[config.mk]
export PLATFORM = sky130hd
export DESIGN_NAME = coil_pwm_generator_flat
export DESIGN_NICKNAME = d
export VERILOG_FILES = /design/src/rtl/coil_pwm_generator_if.sv /design/src/rtl/coil_pwm_generator.sv /design/src/flat_wrapper.sv
export SDC_FILE = /design/constraint.sdc
export NUM_CORES = 1
export LEC_CHECK = 0
export CORE_MARGIN = 5
export CORE_UTILIZATION = 54
export CTS_CLUSTER_DIAMETER = 40
export DETAILED_ROUTE_END_ITERATION = 8
export HOLD_SLACK_MARGIN = 0.1
export PLACE_DENSITY = 0.77
export SLEW_MARGIN = 20
export SYNTH_ARGS = -nofsm -noshare
export SYNTH_HDL_FRONTEND = slang
export SYNTH_SLANG_ARGS = --single-unit
export TNS_END_PERCENT = 5
[constraint.sdc]
create_clock -name clk -period 4.6 [get_ports clk]
set_input_delay 0.69 -clock clk [delete_from_list [all_inputs] [get_ports clk]]
set_output_delay 0.69 -clock clk [all_outputs]
set_load 0.1 [all_outputs]
[src/rtl/coil_pwm_generator_if.sv]
// rtl/coil_pwm_generator_if.sv - command handshake bundle for the coil PWM generator
interface coil_pwm_generator_if #(
  parameter int CNT_W = 16
) ();
  logic             cmd_valid;
  logic             cmd_ready;
  logic             cmd_enable;
  logic             cmd_dir;
  logic [CNT_W-1:0] cmd_period;
  logic [CNT_W-1:0] cmd_duty;

  modport master (
    output cmd_valid,
    output cmd_enable,
    output cmd_dir,
    output cmd_period,
    output cmd_duty,
    input  cmd_ready
  );

  modport slave (
    input  cmd_valid,
    input  cmd_enable,
    input  cmd_dir,
    input  cmd_period,
    input  cmd_duty,
    output cmd_ready
  );
endinterface

[src/rtl/coil_pwm_generator.sv]
// rtl/coil_pwm_generator.sv - single-coil PWM gate request generator with enforced dead time on reversal
module coil_pwm_generator #(
  parameter int CNT_W       = 16,
  parameter int DEAD_MARGIN = 4
) (
  input  logic                  clk,
  input  logic                  rst,
  coil_pwm_generator_if.slave   cmd,
  output logic                  InVGSf,
  output logic                  InVGSr,
  output logic                  period_start,
  output logic                  dead_active,
  output logic                  cmd_err
);

  localparam int DW = CNT_W + 1;

  typedef enum logic [1:0] {
    IDLE,
    RUN,
    DEAD
  } state_t;

  state_t           state_q, state_d;
  logic [CNT_W-1:0] cnt_q, cnt_d;
  logic [CNT_W-1:0] period_q, period_d;
  logic [CNT_W-1:0] duty_q, duty_d;
  logic             dir_q, dir_d;
  logic [DW-1:0]    dead_q, dead_d;

  logic             pend_valid_q, pend_valid_d;
  logic             pend_enable_q, pend_enable_d;
  logic             pend_dir_q, pend_dir_d;
  logic [CNT_W-1:0] pend_period_q, pend_period_d;
  logic [CNT_W-1:0] pend_duty_q, pend_duty_d;

  logic             fwd_q, fwd_d;
  logic             rev_q, rev_d;
  logic             ps_q, ps_d;
  logic             da_q, da_d;
  logic             err_q, err_d;
  logic             ready_q, ready_d;

  logic             apply;
  logic             cmd_fire;
  logic             cmd_bad;
  logic             wrap;
  logic             run_d;

  assign cmd_fire = cmd.cmd_valid && ready_q;
  assign cmd_bad  = cmd.cmd_enable &&
                    ((cmd.cmd_period == '0) || (cmd.cmd_duty > cmd.cmd_period));
  assign wrap     = (cnt_q == period_q - CNT_W'(1));

  always_comb begin
    state_d       = state_q;
    cnt_d         = cnt_q;
    period_d      = period_q;
    duty_d        = duty_q;
    dir_d         = dir_q;
    dead_d        = dead_q;
    pend_valid_d  = pend_valid_q;
    pend_enable_d = pend_enable_q;
    pend_dir_d    = pend_dir_q;
    pend_period_d = pend_period_q;
    pend_duty_d   = pend_duty_q;
    err_d         = 1'b0;
    apply         = 1'b0;

    case (state_q)
      IDLE: begin
        cnt_d = '0;
        if (pend_valid_q) begin
          if (pend_enable_q) begin
            apply = 1'b1;
          end else begin
            pend_valid_d = 1'b0;
          end
        end
      end

      RUN: begin
        if (wrap) begin
          cnt_d = '0;
          if (pend_valid_q) begin
            if (pend_enable_q && (pend_dir_q == dir_q)) begin
              apply = 1'b1;
            end else begin
              // A reversal stays pending through DEAD; a stop is consumed here.
              state_d = DEAD;
              dead_d  = {1'b0, duty_q} + DW'(DEAD_MARGIN);
              if (!pend_enable_q) begin
                pend_valid_d = 1'b0;
              end
            end
          end
        end else begin
          cnt_d = cnt_q + CNT_W'(1);
        end
      end

      DEAD: begin
        cnt_d = '0;
        if (dead_q <= DW'(1)) begin
          dead_d = '0;
          if (pend_valid_q && pend_enable_q) begin
            apply = 1'b1;
          end else begin
            state_d      = IDLE;
            pend_valid_d = 1'b0;
          end
        end else begin
          dead_d = dead_q - DW'(1);
        end
      end

      default: begin
        state_d = IDLE;
      end
    endcase

    if (apply) begin
      state_d      = RUN;
      cnt_d        = '0;
      dir_d        = pend_dir_q;
      period_d     = pend_period_q;
      duty_d       = pend_duty_q;
      pend_valid_d = 1'b0;
    end

    // Capture only happens with the slot empty, so it never collides with apply.
    if (cmd_fire) begin
      if (cmd_bad) begin
        err_d = 1'b1;
      end else begin
        pend_valid_d  = 1'b1;
        pend_enable_d = cmd.cmd_enable;
        pend_dir_d    = cmd.cmd_dir;
        pend_period_d = cmd.cmd_period;
        pend_duty_d   = cmd.cmd_duty;
      end
    end
  end

  assign run_d   = (state_d == RUN);
  assign fwd_d   = run_d && dir_d && (cnt_d < duty_d);
  assign rev_d   = run_d && !dir_d && (cnt_d < duty_d);
  assign ps_d    = run_d && (cnt_d == '0);
  assign da_d    = (state_d == DEAD);
  assign ready_d = !pend_valid_d;

  always_ff @(posedge clk) begin
    if (rst) begin
      state_q       <= IDLE;
      cnt_q         <= '0;
      period_q      <= '0;
      duty_q        <= '0;
      dir_q         <= 1'b0;
      dead_q        <= '0;
      pend_valid_q  <= 1'b0;
      pend_enable_q <= 1'b0;
      pend_dir_q    <= 1'b0;
      pend_period_q <= '0;
      pend_duty_q   <= '0;
      fwd_q         <= 1'b0;
      rev_q         <= 1'b0;
      ps_q          <= 1'b0;
      da_q          <= 1'b0;
      err_q         <= 1'b0;
      ready_q       <= 1'b1;
    end else begin
      state_q       <= state_d;
      cnt_q         <= cnt_d;
      period_q      <= period_d;
      duty_q        <= duty_d;
      dir_q         <= dir_d;
      dead_q        <= dead_d;
      pend_valid_q  <= pend_valid_d;
      pend_enable_q <= pend_enable_d;
      pend_dir_q    <= pend_dir_d;
      pend_period_q <= pend_period_d;
      pend_duty_q   <= pend_duty_d;
      fwd_q         <= fwd_d;
      rev_q         <= rev_d;
      ps_q          <= ps_d;
      da_q          <= da_d;
      err_q         <= err_d;
      ready_q       <= ready_d;
    end
  end

  assign InVGSf        = fwd_q;
  assign InVGSr        = rev_q;
  assign period_start  = ps_q;
  assign dead_active   = da_q;
  assign cmd_err       = err_q;
  assign cmd.cmd_ready = ready_q;

endmodule

[src/flat_wrapper.sv]
// flat-port wrapper written by rule: the top's interface ports become plain ports
module coil_pwm_generator_flat 
#(
  parameter int CNT_W       = 16,
  parameter int DEAD_MARGIN = 4
)
  (clk, rst, InVGSf, InVGSr, period_start, dead_active, cmd_err, cmd_cmd_valid, cmd_cmd_enable, cmd_cmd_dir, cmd_cmd_period, cmd_cmd_duty, cmd_cmd_ready);
  coil_pwm_generator_if #(.CNT_W(CNT_W)) cmd_i ();
  input  logic clk;
  input  logic rst;
  output logic InVGSf;
  output logic InVGSr;
  output logic period_start;
  output logic dead_active;
  output logic cmd_err;
  input wire logic [$bits(cmd_i.cmd_valid)-1:0] cmd_cmd_valid;
  input wire logic [$bits(cmd_i.cmd_enable)-1:0] cmd_cmd_enable;
  input wire logic [$bits(cmd_i.cmd_dir)-1:0] cmd_cmd_dir;
  input wire logic [$bits(cmd_i.cmd_period)-1:0] cmd_cmd_period;
  input wire logic [$bits(cmd_i.cmd_duty)-1:0] cmd_cmd_duty;
  output wire logic [$bits(cmd_i.cmd_ready)-1:0] cmd_cmd_ready;
  assign cmd_i.cmd_valid = cmd_cmd_valid;
  assign cmd_i.cmd_enable = cmd_cmd_enable;
  assign cmd_i.cmd_dir = cmd_cmd_dir;
  assign cmd_i.cmd_period = cmd_cmd_period;
  assign cmd_i.cmd_duty = cmd_cmd_duty;
  assign cmd_cmd_ready = cmd_i.cmd_ready;
  coil_pwm_generator #(.CNT_W(CNT_W), .DEAD_MARGIN(DEAD_MARGIN)) u_core (.clk(clk), .rst(rst), .cmd(cmd_i), .InVGSf(InVGSf), .InVGSr(InVGSr), .period_start(period_start), .dead_active(dead_active), .cmd_err(cmd_err));
endmodule
==> results of run 1 <==
[registers in the layout, indices dropped and copies added, names as in the netlist]
name	count
u_core.InVGSf	1
u_core.InVGSr	1
u_core.duty_q	16
u_core.pend_period_q	16
u_core.pend_enable_q	1
u_core.cmd.cmd_ready	1
u_core.pend_duty_q	16
u_core.dead_q	17
u_core.pend_dir_q	1
u_core.cmd_err	1
u_core.dead_active	1
u_core.period_q	16
u_core.dir_q	1
u_core.state_q	2
u_core.pend_valid_q	1
u_core.period_start	1
u_core.cnt_q	16
[cell usage in the layout, fill, tap and decap left out, types with 4 or more instances in the layout]
master / instances
clkdlybuf4s50_1: 41
ha_1: 36
o21a_1: 4
nor4_1: 13
xnor2_1: 18
mux2i_1: 62
a211oi_1: 11
xor2_1: 23
o31ai_1: 4
o32ai_1: 6
nor2b_1: 6
clkbuf_16: 9
o22ai_1: 6
clkinv_8: 4
a21o_1: 8
nand4_1: 18
inv_1: 29
buf_4: 16
and4_1: 4
dfxtp_1: 109
o21ai_0: 30
and3_1: 11
and2_1: 10
nand2_1: 45
or3_1: 4
a21oi_1: 46
nor3_1: 17
nor2_1: 130
o211ai_1: 4
nand3_1: 19
[synthesized netlist by cell type (6+ instances only)]
library cell	number
o22ai_1	6
dfxtp_1	109
o21ai_0	30
nand2_1	45
clkbuf_1	25
o32ai_1	6
and2_1	10
xor2_1	23
nor2b_1	6
a211oi_1	11
o21a_1	6
nor3_1	17
nand4_1	18
nor2_1	130
a21oi_1	47
mux2i_1	62
a21o_1	8
inv_1	29
nand3_1	19
xnor2_1	18
nor4_1	13
and3_1	11
ha_1	36
[power by group through the flow]
stage / clock [mW] / combinational [mW] / sequential (mW)
after CTS: 0.821 / 0.277 / 1.01
after global routing: 0.857 / 0.307 / 1.01
after global placement: 0 / 0.265 / 1.03
after floorplan: 0 / 0.174 / 1.03
final: 0.806 / 0.281 / 1.01
after detailed placement: 0 / 0.275 / 1.03
[through the flow]
stage | hold WS [ps] | cell area (sq um) | total power, mW | setup WS [ps]
after floorplan | 443 | 6220 | 1.20 | 322
after global placement | 467 | 6780 | 1.29 | 360
after detailed placement | 481 | 6780 | 1.31 | 286
after CTS | 493 | 7100 | 2.11 | 245
after global routing | 534 | 7150 | 2.18 | 46.2
final | 493 | 7150 | 2.10 | 424
[final timing paths]
kind,from,endpoint,slack (ps),cells past startpoint
min reg2reg,u_core.dead_q[13],u_core.dead_q[13],490,2
min,u_core.dead_q[13],u_core.dead_q[13],490,2
max,u_core.period_q[0],u_core.InVGSr,420,18
max reg2reg,u_core.period_q[0],u_core.InVGSr,420,18
[logic make-up after synthesis]
logic type / after synthesis / share of synthesized area (%)
compound gates: 147 / 15.0
xor+xnor: 41 / 5.77
fa+ha+maj: 36 / 7.24
buf+inv: 66 / 4.12
flops: 109 / 35.1
mux: 63 / 10.2
simple gates: 294 / 22.6
[timing repair]
action,in CTS,in global routing
hold buffers,0,0
setup buffers,0,4
setup endpoints to repair,0,2
gates resized for setup,0,5
[area by class of cell]
| cell class | count | share of cell area (%) |
|---|---|---|
| sequential | 109 | 30.5 |
| timing repair buffer | 58 | 7.49 |
| tap | 143 | 2.50 |
| inverter | 29 | 1.52 |
| multi-input combinational | 581 | 53.4 |
| clock buffer | 9 | 3.15 |
| clock inverter | 7 | 1.35 |
[per-layer routing]
| layer | part of all wire (%) | wire length (um) |
|---|---|---|
| met1 | 44 | 7260 |
| met2 | 48 | 7890 |
| met3 | 5.3 | 876 |
| met4 | 3.2 | 533 |
| met5 | 0 | 0 |
[worst max-delay path, cell delays in order, from the launching register on]
cell and delay (ps):
dfxtp_1 370, inv_1 100, ha_1 220, nor3b_2 250
nand3_1 180, or4_1 490, a211oi_1 300, and3_1 220
buf_4 170, a211oi_1 90, o22a_1 280, ha_1 320
a21o_1 180, a21o_1 170, a21oi_1 200, a211oi_1 120
a21oi_1 140, o211ai_1 120, nor3b_1 180
==> results by group, run 1 <==
Place
  – IO Port Bufs: 42
  – HPWL after detailed placement: 12700 um
  – GP Congestion: 0.999
  – DP Cell Count: 916

Routing
  – 1st-pass router iterations: 5
  – Vias: 5676
  – Final ANT Viol Nets: 0
  – Via density: 6.06
  – Remaining DRCs: 0
  – Routed length per instance: 17.7 um
  – Drt initial violations: 561
  – Detailed Route WL: 16600 um

Power and ir drop
  – Sequential power share: 48.1%
  – Clock Power Share: 38.4%
  – Worst vdd ir: 0.280 mV
  – PwrDens: 293 mW/mm^2
  – NetSw: 599 uW
  – Internal: 1.50 mW
  – Leakage: 3.16 nW
  – Comb power frac: 13.4%
  – Switching Fraction: 28.6%

Layout
  – Non-filler cells, final: 936
  – # diodes: 0
  – Area Growth Syn to Fin: 14.9%
  – Fill cells: 965
  – Final #Nets: 861
  – Multi-input gate area: 0.00382 sq mm
  – Final core utilization: 62.9%
  – Register area: 0.00218 sq mm
  – Share of post-route cells with drive strength above 1: 6.18%

Clocking
  – Htree depth: 3
  – Clk sinks: 109
  – CTS tree: built
  – Clock root buffer: clkbuf_16
  – Clk buf depth: 2
  – Clock-pin slew on the worst setup and hold paths: 80 ps
  – Clk_lat worst skew: 370 ps
  – CTS Buf Count: 9

Timing
  – Slew @ Worst Pin: 980 ps
  – Final setup vio count: 0
  – Hold Vio Cnt, Final: 0
  – Fmax: 239 MHz
  – RSZ-0062 raised after global routing: false
  – Min Tclk post-route: 4180 ps
  – Worst relative slew slack: 34.4%
  – Fin crit share: 90.8%
  – Slew Viols, Final: 0
  – Setup_tns: 0 ps
  – Final setup skew: 12.5 ps

Floorplan
  – Row count: 39
  – Starting Density: 54.7%
  – DIE HEIGHT: 117 um
  – Chip Width: 117 um
  – I/O pins: 43
  – Die area: 0.0138 sq mm
  – Placeable Area: 0.0114 sq mm

Critical path
  – Critical path class: flip-flop to flip-flop
  – CP Capture Type: flip-flop
  – CP Launch Type: flip-flop
  – Worst Path Arrival: 4470 ps
  – Largest fanout on the critical path: 10
  – WP data required: 4890 ps

Logic synthesis
  – Share of synthesized registers carrying an async set or reset: 0%
  – Top cell type by total area after synthesis: dfxtp_1
  – Sequential element share of the synthesized area: 35.1%
  – Top FF cell, synth: dfxtp_1
  – Unique masters post-synth: 57
  – Synth top area share: 35.1%
  – EDFF count, synth: 0
  – Post-synthesis cell count: 756
  – FF+latch count, synth: 109
  – Largest cells by area after synthesis: dfxtp_1 35%, mux2i_1 10%, nor2_1 7.8%
  – Synth warn: 0
  – Cell Area, Synth: 0.00622 sq mm
  – Syn nets: 829
  – Avg Cell Area, Syn: 8.23 sq um

GRT
  – M2 GR Usage: 39.8%
  – Total GRT Usage: 24.3%
  – Global-route wire length before repair: 27700 um
  – Grt ovf: 0
  – Largest net degree at the start of global routing: 46
  – GR Util met3: 4.14%
  – Initial antenna violation count: 0
  – Vias in the first global route: 5505
  – Met1 usage in global routing: 31.5%
  – Layer with the highest usage: met2

Run status
  – Status: finished, final reports clean

Min path
  – Worst Hold Class: flip-flop to flip-flop

Run
  – Max-cap violations: 0
Power figures use the tool's default switching activity.
==> run 2, diff against run 1 <==
Settings changed: CORE_UTILIZATION 54 to 55, PLACE_DENSITY 0.77 to 0.75.
Clock period 4.6 ns to 4.3 ns, I/O delays scaled along.
==> run 2 against run 1 <==
Core utilization increased by 3.0 points. Cell area increased by 1.1%. Critical path depth decreased by 1. Global-route usage increased by 1.1 points. Setup slack got worse by 260 ps. Sequential power increased by 7%. Hold slack improved by 0.56 ps. Flip-flop and latch count unchanged. Critical endpoint unchanged. Highest routed layer unchanged.
==> results by group, run 2 (synthesis gave the netlist of run 1 again) <==
Floorplan
  – I/O pins: 43
  – Chip Width: 116 um
  – Die area: 0.0135 sq mm
  – DIE HEIGHT: 116 um
  – Starting Density: 56.7%
  – Placeable Area: 0.0110 sq mm
  – Row count: 38

Layout
  – Fill cells: 922
  – Top reg by flops: u_core.dead_q
  – Post-route cell area: 0.00723 sq mm
  – Most common cell after layout, fill and taps aside: nor2_1
  – Non-filler cells, final: 942
  – Largest register FFs: 17
  – # diodes: 0
  – Commonest non-fill, non-tap cells in the layout: 130 x nor2_1, 109 x dfxtp_1, 62 x mux2i_1
  – Area Growth Syn to Fin: 16.2%
  – Share of post-route cells with drive strength above 1: 7.98%
  – Final #Nets: 870

Power and ir drop
  – PwrDens: 308 mW/mm^2
  – Leakage: 3.20 nW
  – Total chip power: 2.23 mW
  – Worst vdd ir: 0.438 mV

Place
  – GP Congestion: 0.914
  – HPWL after detailed placement: 12900 um
  – IO Port Bufs: 42
  – DP Area: 0.00684 sq mm
  – DP Cell Count: 922

Timing
  – Min Tclk post-route: 4140 ps
  – Final setup vio count: 0
  – Hold Vio Cnt, Final: 0
  – Slew @ Worst Pin: 989 ps
  – Worst relative slew slack: 33.9%
  – Fmax: 242 MHz
  – Fin crit share: 96.2%
  – Slew Viols, Final: 0
  – Final setup skew: 10.1 ps

Clocking
  – CTS tree: built
  – Clk buf depth: 2
  – Clk sinks: 109
  – Clock-pin slew on the worst setup and hold paths: 80 ps
  – Htree depth: 3
  – Clk_lat worst skew: 360 ps
  – CTS Buf Count: 9
  – Clock root buffer: clkbuf_16

Critical path
  – WP data required: 4580 ps
  – CP Capture Type: flip-flop
  – Worst Path Arrival: 4420 ps
  – CP Launch Type: flip-flop
  – Critical path class: flip-flop to flip-flop
  – Largest fanout on the critical path: 10

Routing
  – Final ANT Viol Nets: 0
  – Detailed Route WL: 16600 um
  – 1st-pass router iterations: 6
  – Via density: 6.04
  – Routed length per instance: 17.7 um
  – Remaining DRCs: 0
  – Drt initial violations: 554
  – Vias: 5685

Min path
  – Worst Hold Class: flip-flop to flip-flop

GRT
  – Largest net degree at the start of global routing: 47
  – Initial antenna violation count: 0
  – Vias in the first global route: 5447
  – Grt ovf: 0
  – Global-route wire length before repair: 27100 um
  – Total GRT Usage: 25.4%

Run
  – Max-cap violations: 0

Run status
  – Status: finished, final reports clean
## run 2: cell types whose count changed in the layout (fill, tap and decap cells not counted), sizes merged
cell,before,now
clkinvlp,0,1
clkinv,4,3
buf,17,26
## run 2: path summary, 6_finish.rpt
check / from / slack, ps / depth (start not counted) / to
worst min register to register: u_core.dead_q[13] / 490 / 2 / u_core.dead_q[13]
worst max register to register: u_core.period_q[4] / 160 / 17 / u_core.InVGSr
worst min-delay path: u_core.dead_q[13] / 490 / 2 / u_core.dead_q[13]
worst max-delay path: u_core.period_q[4] / 160 / 17 / u_core.InVGSr
## run 2: where the power goes
group          switching, mW  internal [mW]
clock                  0.428          0.419
sequential            0.0334           1.05
combinational          0.167          0.136
## run 2: stage by stage
| stage | util, % | setup TNS (ps) | hold slack, ps | worst slack (ps) |
|---|---|---|---|---|
| 3_5_place_dp | 62.3 | 0 | 479 | 135 |
| 4_1_cts | 65.1 | 0 | 490 | 90.1 |
| 6_report | 65.8 | 0 | 494 | 163 |
| 2_1_floorplan | - | 0 | 443 | 22.1 |
| 5_1_grt | 65.8 | -91.3 | 511 | -61.5 |
| 3_3_place_gp | 62.3 | 0 | 472 | 271 |
## run 2: layer usage
metal | part of all wire (%) | vias up | track usage (%)
li1 | - | 2789 | -
met2 | 47 | 177 | 41.9
met3 | 4.9 | 33 | 5.23
met5 | 0 | - | 0
met1 | 46 | 2686 | 33.6
met4 | 2.2 | 0 | 7.81
## run 2: repair_timing
action / CTS / global route
hold buffers: 0 / 0
endpoints found under the setup margin: 0 / 2
resized for setup: 0 / 12
setup buffers: 0 / 4
## run 2: worst max-delay path: stages, from the launching register on
cell and delay, ps:
dfxtp_1 390, nor4_4 390, buf_4 180, nand3_1 110, or4_1 530, a211oi_2 250, and3_1 190, buf_4 190
a211oi_1 90, o22a_2 280, ha_1 310, a21o_1 180, a21o_1 170, a21oi_1 190, a211oi_1 120, a21oi_1 140
o211ai_1 140, nor3b_1 200
## run 2: area by class of cell
cell class / count / area [sq um] / area share [%]
flip-flops and latches: 109 / 2180 / 30.2
clock buffers: 9 / 225 / 3.12
repair buffers: 67 / 603 / 8.34
inverters: 29 / 109 / 1.51
clock inverters: 7 / 87.6 / 1.21
well taps: 140 / 175 / 2.42
multi-input cells: 581 / 3850 / 53.2
==> run 3, diff against run 2 <==
Settings changed: CAP_MARGIN set to 20, CORE_MARGIN 5 to 2, CTS_BUF_LIST set to sky130_fd_sc_hd__clkbuf_16.
==> run 3 against run 2 <==
Clock skew rose by 1.4 ps. Hold slack improved by 7.1 ps. Sequential power about the same. Cell area grew 0.97%. Register-to-register slack better by 80 ps. Sequential share of layout area down 0.27 points. Fmax grew 2.1%. Global-route usage rose by 3.2 points. Routed wire length is 1.3% lower. Die area shrank 10%. Count of clock-buffer cells in the layout did not move.
==> results by group, run 3 (synthesis gave the netlist of run 1 again) <==
Run status
  – Status: finished, final reports clean

Routing
  – Drt initial violations: 525
  – Routed length per instance: 17.4 um
  – Detailed Route WL: 16400 um
  – 1st-pass router iterations: 5
  – Via density: 6.08
  – Vias: 5744
  – Remaining DRCs: 0
  – Final ANT Viol Nets: 0

Critical path
  – CP Launch Type: flip-flop
  – Max incr delay on CP: 520 ps
  – Crit. Startpoint: u_core.period_q[0]
  – CP cell instances: inv_1 > ha_2 > nor3b_4 > nand3_1 > or4_1 > a211oi_2 > nand4_1 > o21a_2 > buf_4 > mux2i_4 > ha_1 > a21oi_1 > nor2b_1 > o21ai_1 > nand2b_1 > a211oi_2 > o211ai_1 > nor3b_2
  – Critical path class: flip-flop to flip-flop
  – Highest-delay cell along the critical path: or4_1
  – Worst reg2reg path endpoint: u_core.InVGSr
  – CP Capture Type: flip-flop
  – Largest fanout on the critical path: 7
  – Worst R2R Start: u_core.period_q[0]
  – Worst Path Arrival: 4350 ps
  – WP data required: 4600 ps
  – Worst setup path end: u_core.InVGSr
  – FF-to-FF setup slack: 250 ps
  – Cell count of the worst reg-to-reg path: 18
  – Crit path top cell by count: a211oi_2

Floorplan
  – Row count: 38
  – Starting Density: 56.9%
  – Chip Width: 110 um
  – I/O pins: 43
  – Die area: 0.0122 sq mm
  – DIE HEIGHT: 110 um
  – Placeable Area: 0.0109 sq mm

Layout
  – Final core utilization: 66.7%
  – Fill cells: 896
  – Commonest non-fill, non-tap cells in the layout: 130 x nor2_1, 108 x dfxtp_1, 61 x mux2i_1
  – Share of post-route cells with drive strength above 1: 8.83%
  – Largest register FFs: 17
  – # diodes: 0
  – Area Growth Syn to Fin: 17.3%
  – Non-filler cells, final: 944
  – Most common cell after layout, fill and taps aside: nor2_1
  – Final #Nets: 872
  – Top reg by flops: u_core.dead_q

Clocking
  – Htree depth: 3
  – Clock-pin slew on the worst setup and hold paths: 80 ps
  – Clk buf depth: 2
  – CTS tree: built
  – CTS Hold Bufs: 0
  – CTS Buf Count: 9
  – Clk_lat worst skew: 370 ps
  – Clk sinks: 109
  – Clock root buffer: clkbuf_16

Timing
  – Worst relative slew slack: 35.2%
  – Final setup skew: 11.5 ps
  – Fin crit share: 94.3%
  – Worst hold slack: 501 ps
  – Fmax: 247 MHz
  – Final setup vio count: 0
  – Slew Viols, Final: 0
  – Slew @ Worst Pin: 970 ps
  – Min Tclk post-route: 4050 ps
  – Hold Vio Cnt, Final: 0
  – Setup WS post-layout: 247 ps

GRT
  – Initial antenna violation count: 0
  – Total GRT Usage: 28.6%
  – Vias in the first global route: 5388
  – Largest net degree at the start of global routing: 52
  – Grt ovf: 0
  – Global-route wire length before repair: 26700 um
  – Met1 usage in global routing: 37.0%
  – M2 GR Usage: 47.0%
  – Layer with the highest usage: met2
  – GR Util met3: 5.17%

Power and ir drop
  – NetSw: 672 uW
  – Internal: 1.62 mW
  – Clock Power Share: 39.5%
  – Comb power frac: 13.3%
  – Switching Fraction: 29.3%
  – Leakage: 3.22 nW
  – PwrDens: 314 mW/mm^2
  – Total chip power: 2.29 mW
  – Worst vdd ir: 0.346 mV
  – Sequential power share: 47.2%

Place
  – IO Port Bufs: 42
  – DP Cell Count: 918
  – GP Congestion: 0.924
  – HPWL after detailed placement: 12400 um
  – Pre-CTS setup slack: 51.6 ps

Min path
  – Worst Hold Class: flip-flop to flip-flop

Run
  – Max-cap violations: 0
[run 3: layout make-up]
type / count / area, sq um / area share, %
inverter: 29 / 109 / 1.49
clock inverter: 7 / 104 / 1.42
tap: 140 / 175 / 2.40
clock buffer: 9 / 225 / 3.09
multi-input combinational: 581 / 3880 / 53.2
timing repair buffer: 69 / 622 / 8.52
sequential: 109 / 2180 / 29.9
[run 3: stage by stage]
stage	instance area, sq um	setup TNS (ps)
3_3_place_gp	6810	0
2_1_floorplan	6220	0
4_1_cts	7140	0
5_1_grt	7300	-61.0
6_report	7300	0
3_5_place_dp	6810	0
[run 3: how the worst min path moves through the flow]
| stage | from | end | slack [ps] | cells after the start |
|---|---|---|---|---|
| 2_1_floorplan | u_core.dead_q[13] | u_core.dead_q[13] | 440 | 2 |
| 3_3_place_gp | u_core.dead_q[13] | u_core.dead_q[13] | 470 | 2 |
| 3_5_place_dp | u_core.pend_period_q[12] | u_core.pend_period_q[12] | 490 | 2 |
| 4_1_cts | u_core.dead_q[13] | u_core.dead_q[13] | 500 | 2 |
| 5_1_grt | u_core.dead_q[8] | u_core.dead_q[8] | 510 | 2 |
| 6_report | u_core.dead_q[5] | u_core.dead_q[5] | 500 | 2 |
[run 3: layer usage]
layer	share of wire (%)	wire [um]
met1	44	7300
met2	47	7670
met3	5.4	889
met4	3.4	558
met5	0	0
[run 3: power groups by stage]
stage	clock network (mW)	registers, mW	logic (mW)
global placement	0	1.10	0.284
detailed placement	0	1.10	0.293
global route	0.959	1.08	0.335
CTS	0.918	1.08	0.295
finish	0.905	1.08	0.305
floorplan	0	1.10	0.186
[run 3: repair_timing]
| item | in CTS | in global routing |
|---|---|---|
| setup endpoints to repair | 0 | 2 |
| resized for setup | 0 | 23 |
| setup buffers | 0 | 10 |
[run 3: critical path: cells and delay by family, from the launching register on]
| family | cells | cell delay (ps) |
|---|---|---|
| and+or+nand+nor | 7 | 1400 |
| AOI/OAI and AO/OA | 6 | 1180 |
| adders and majority gates | 2 | 550 |
| DFF | 1 | 370 |
| buffers and inverters | 2 | 290 |
| muxes | 1 | 200 |
